$ cat config.mk
export PLATFORM = sky130hd
export DESIGN_NAME = sync_edge_filter
export DESIGN_NICKNAME = d
export VERILOG_FILES = /design/src/rtl/sync_edge_filter.sv
export SDC_FILE = /design/constraint.sdc
export NUM_CORES = 1
export LEC_CHECK = 0
export CORE_ASPECT_RATIO = 0.8
export CORE_MARGIN = 10
export CORE_UTILIZATION = 44
export DETAILED_ROUTE_END_ITERATION = 6
export GPL_TIMING_DRIVEN = 0
export HOLD_SLACK_MARGIN = 0.03
export PLACE_DENSITY = 0.76
export SYNTH_ARGS = -nofsm -noshare
export SYNTH_HDL_FRONTEND = slang
export SYNTH_SLANG_ARGS = --single-unit
$ cat constraint.sdc
create_clock -name clk -period 0.9 [get_ports clk]
set_input_delay 0.225 -clock clk [delete_from_list [all_inputs] [get_ports clk]]
set_output_delay 0.225 -clock clk [all_outputs]
set_load 0.02 [all_outputs]
$ cat src/rtl/sync_edge_filter.sv
// Multi-channel synchronizer with per-channel glitch filter, registered edge pulses
// and sticky event flags with per-channel clear.
module sync_edge_filter #(
  parameter int CHANNELS      = 4,
  parameter int SYNC_STAGES   = 2,
  parameter int FILTER_CYCLES = 1
) (
  input  logic                clk,
  input  logic                reset,
  input  logic [CHANNELS-1:0] in,
  input  logic [CHANNELS-1:0] clear,
  output logic [CHANNELS-1:0] level,
  output logic [CHANNELS-1:0] rising_edge,
  output logic [CHANNELS-1:0] falling_edge,
  output logic [CHANNELS-1:0] sticky_rise,
  output logic [CHANNELS-1:0] sticky_fall,
  output logic                any_event
);

  localparam int CntW = (FILTER_CYCLES > 1) ? $clog2(FILTER_CYCLES) : 1;
  localparam logic [CntW-1:0] CntMax = CntW'(FILTER_CYCLES - 1);

  logic [SYNC_STAGES-1:0][CHANNELS-1:0] syncChain_q;
  logic [CHANNELS-1:0][CntW-1:0]        cnt_q, cnt_d;
  logic [CHANNELS-1:0]                  level_q, level_d;
  logic [CHANNELS-1:0]                  rise_q, rise_d;
  logic [CHANNELS-1:0]                  fall_q, fall_d;
  logic [CHANNELS-1:0]                  stickyRise_q, stickyRise_d;
  logic [CHANNELS-1:0]                  stickyFall_q, stickyFall_d;
  logic [CHANNELS-1:0]                  synced;

  assign synced = syncChain_q[SYNC_STAGES-1];

  // Filter: a new level is accepted only after FILTER_CYCLES consecutive disagreeing samples.
  always_comb begin
    level_d = level_q;
    cnt_d   = cnt_q;
    rise_d  = '0;
    fall_d  = '0;
    for (int ch = 0; ch < CHANNELS; ch++) begin
      if (synced[ch] == level_q[ch]) begin
        cnt_d[ch] = '0;
      end else if (cnt_q[ch] == CntMax) begin
        level_d[ch] = synced[ch];
        cnt_d[ch]   = '0;
        rise_d[ch]  = synced[ch];
        fall_d[ch]  = ~synced[ch];
      end else begin
        cnt_d[ch] = cnt_q[ch] + CntW'(1);
      end
    end
  end

  // An event registering on the same edge as a clear survives the clear.
  assign stickyRise_d = rise_d | (stickyRise_q & ~clear);
  assign stickyFall_d = fall_d | (stickyFall_q & ~clear);

  always_ff @(posedge clk) begin
    if (reset) begin
      syncChain_q  <= '0;
      cnt_q        <= '0;
      level_q      <= '0;
      rise_q       <= '0;
      fall_q       <= '0;
      stickyRise_q <= '0;
      stickyFall_q <= '0;
    end else begin
      syncChain_q  <= {syncChain_q[SYNC_STAGES-2:0], in};
      cnt_q        <= cnt_d;
      level_q      <= level_d;
      rise_q       <= rise_d;
      fall_q       <= fall_d;
      stickyRise_q <= stickyRise_d;
      stickyFall_q <= stickyFall_d;
    end
  end

  assign level        = level_q;
  assign rising_edge  = rise_q;
  assign falling_edge = fall_q;
  assign sticky_rise  = stickyRise_q;
  assign sticky_fall  = stickyFall_q;
  assign any_event    = |{stickyRise_q, stickyFall_q};

endmodule

==> flow_summary.toml, run 1 <==
[outcome]
status = "finished, violations left"
violations = "negative setup slack"

[critical_path]
worstSetupEndpointType = "output pin"
cpLargestDelayFamily = "simple AND/OR/NAND/NOR gates"
path_buf_inv = 1
worstPathArrival_ns = 1.18
crit_path_start_kind = "flip-flop"
max_stage_delay_ns = 0.35
required_ns = 0.67
worstPathMaxFanout = 3
slowest_stage = "dfxtp_2"
critical_path.cell_chain = "nor4_4 -> nand2_1 -> buf_2"
crit_type = "flip-flop to output pin"

[synth]
yosys.area.top_type_share_pct = 64.81
synth_warnings = 0
yosys.area.top_type = "dfxtp_1"
synthArstFlopShare_pct = 0
syn-cell-area_sq_um = 988.4
syn_avg_cell_area_sq_um = 13.36
netlist_top_cells_count = "dfxtp_1, nor2_1, nor2b_1"
synthTopCellsByArea = "dfxtp_1, nor4b_4, nor2b_1, a21o_1, mux2i_1"
ys_seq_area_share_pct = 64.81
yosysMostFrequentCell = "dfxtp_1"
synth_flop_cell = "dfxtp_1"
syn_inst = 74
synth-edff-count = 0
ys_types = 13
synth_seq_cells = 32

[clocking]
numCtsBuffers = 5
clockBufferDepth = 2
hold_buffers = 0
clock_sinks = 32
cts.clk_slew.worst_paths_ns = 0.09
clock-root-buffer = "clkbuf_4"
cts_tree = "done"
clk-insertion-delay-late_ns = 0.32
h-tree-depth = 2

[timing]
setup_slack_ns = -0.5021
final_hold_viol_count = 0
setup_viol = 21
period_share_pct = 155.8
finalMaxSlewViolations = 0
holdWs_ns = 0.3938
fmax_mhz = 713.2
skew_ns = 0.003186
min_period_ns = 1.402
rsz0062_at_grt = "yes"

[power_and_ir_drop]
p_per_area_nw_per_um2 = 1565
p_clk_share_pct = 29.8
p_total_mw = 2.432
p_sw_mw = 0.5742
p_int_mw = 1.858
swShare_pct = 23.61
comb_power_share_pct = 8.8
p_leak_nw = 0.6891
vdd_ir_drop_max_uv = 1013
power_frac_seq_pct = 61.4

[route]
route.detailed.drc = 0
wl_per_cell_um = 14.92
drt_iter0_drc = 17
ant_nets = 0
first_pass_iters = 2
via_count = 675
drt-vias-per-instance = 4.720
routed_wl_mm = 2.133

[cells_and_area]
syn2layout_area_growth_pct = 57.22
design_area_sq_um = 1554
diodes = 0
nNetsFinal = 128
fin_util_pct = 72.63
drive_gt1_share_pct = 55.08

[placed_design]
dpl.hpwl_mm = 1.531
pre_cts_ws_ns = -0.6576
placed_area_sq_um = 1355
routabilityCongestion = 0.6772
portBuffers = 30

[grt]
grt_pass1_wl_mm = 3.636
grt_max_degree = 11
grt_pass1_vias = 722
antenna_found_initial = 0
gr-usage-all-layers_pct = 10.17
grt_overflow_total = 0

[hold_path]
hold_path_class = "input pin to flip-flop"

[floorplanning]
ios = 31
core_area_sq_um = 2140
die-area_sq_um = 4554
rows = 15
fp.dieW_um = 72.99
start_util_pct = 46.20
die_h_um = 62.40

[job]
cap_violations = 0
==> power by group through the flow <==
stage | Combinational (mW) | Sequential [mW] | Clock, mW
global placement | 0.188 | 1.52 | 0
detailed placement | 0.191 | 1.53 | 0
global route | 0.230 | 1.50 | 0.827
floorplan | 0.0745 | 1.54 | 0
CTS | 0.206 | 1.49 | 0.758
finish | 0.213 | 1.49 | 0.725
==> sequential cells by signal, indices dropped and copies added, names as in the netlist <==
name          cells
cnt_q             4
falling_edge      4
level             4
rising_edge       4
sticky_fall       4
sticky_rise       4
syncChain_q       4
synced            4
==> kinds of logic (layout without fill, tap and decap cells) <==
kind of cell	count (synthesis)	count (layout)	share of synthesized area, %
compound gates	8	8	6.329
flops	32	32	64.81
simple gates	27	27	22.91
mux	4	4	4.051
buf+inv	2	43	1.519
other cells	1	4	0.3794
==> layout make-up <==
class,count,area [sq um]
tap,25,31.28
sequential,32,676.9
clock inverter,1,5.005
fill,157,585.6
clock buffer,6,41.29
buffer,2,16.27
timing repair buffer,34,364.1
multi-input combinational,43,419.2
==> cells in the final DEF (no fill, tap or decap) <==
| cell | netlist | final |
|---|---|---|
| clkdlybuf4s50_1 | 0 | 8 |
| a21o_2 | 2 | 2 |
| dlygate4sd2_1 | 0 | 1 |
| clkbuf_2 | 0 | 1 |
| nor2_1 | 8 | 8 |
| conb_1 | 1 | 4 |
| dfxtp_2 | 0 | 17 |
| nand2_1 | 1 | 1 |
| dfxtp_4 | 0 | 4 |
| buf_2 | 0 | 1 |
| nor4_1 | 2 | 1 |
| clkdlybuf4s15_2 | 0 | 1 |
| clkbuf_1 | 1 | 1 |
| mux2i_1 | 4 | 4 |
| nor4_4 | 0 | 1 |
| clkbuf_4 | 0 | 5 |
| clkinv_2 | 0 | 1 |
| buf_6 | 1 | 24 |
| nor4b_4 | 4 | 8 |
| nor2b_1 | 8 | 8 |
| a21o_1 | 6 | 6 |
| dfxtp_1 | 32 | 11 |
==> routing by layer <==
layer | vias to the layer above | global-route usage, % | wire length, um
li1 | 338 | - | -
met1 | 307 | 11.19 | 885
met2 | 23 | 14.81 | 975
met3 | 7 | 6.349 | 222
met4 | 0 | 4.976 | 49
met5 | - | 0 | 0
==> path summary, 6_finish.rpt <==
| check | depth (start not counted) | slack, ns | to | startpoint |
|---|---|---|---|---|
| hold reg to reg | 1 | 0.45 | synced[3]$_SDFF_PP0_ | syncChain_q[3]$_SDFF_PP0_ |
| setup / recovery | 3 | -0.50 | any_event | sticky_rise[1]$_SDFF_PP0_ |
| hold / removal | 2 | 0.39 | falling_edge[3]$_SDFF_PP0_ | reset |
| setup reg to reg | 3 | 0.03 | sticky_rise[0]$_SDFF_PP0_ | level[0]$_SDFFE_PP0P_ |
==> stage by stage <==
stage | std cells | TNS [ns]
6_report | 143 | -3.058
5_1_grt | 143 | -4.038
4_1_cts | 142 | -3.417
3_5_place_dp | 132 | -21.49
3_3_place_gp | 132 | -20.88
2_1_floorplan | 77 | -0.1041
==> worst register-to-register path: stages (launching register included) <==
cell	delay, ns
dfxtp_2	0.34
buf_6	0.12
nor4b_4	0.23
a21o_2	0.12
==> what timing repair did <==
action / CTS / global route
resized for setup: 148 / 7
buffers inserted: 3 / 1
endpoints found under the setup margin: 48 / 27
pin swaps: 3 / 2
Power figures use the tool's default switching activity.
==> inputs of run 2 (changes only) <==
- CTS_CLUSTER_DIAMETER: unset -> 30
==> results of run 2 <==
The final DEF is identical to that of run 1; final timing and power are the same.
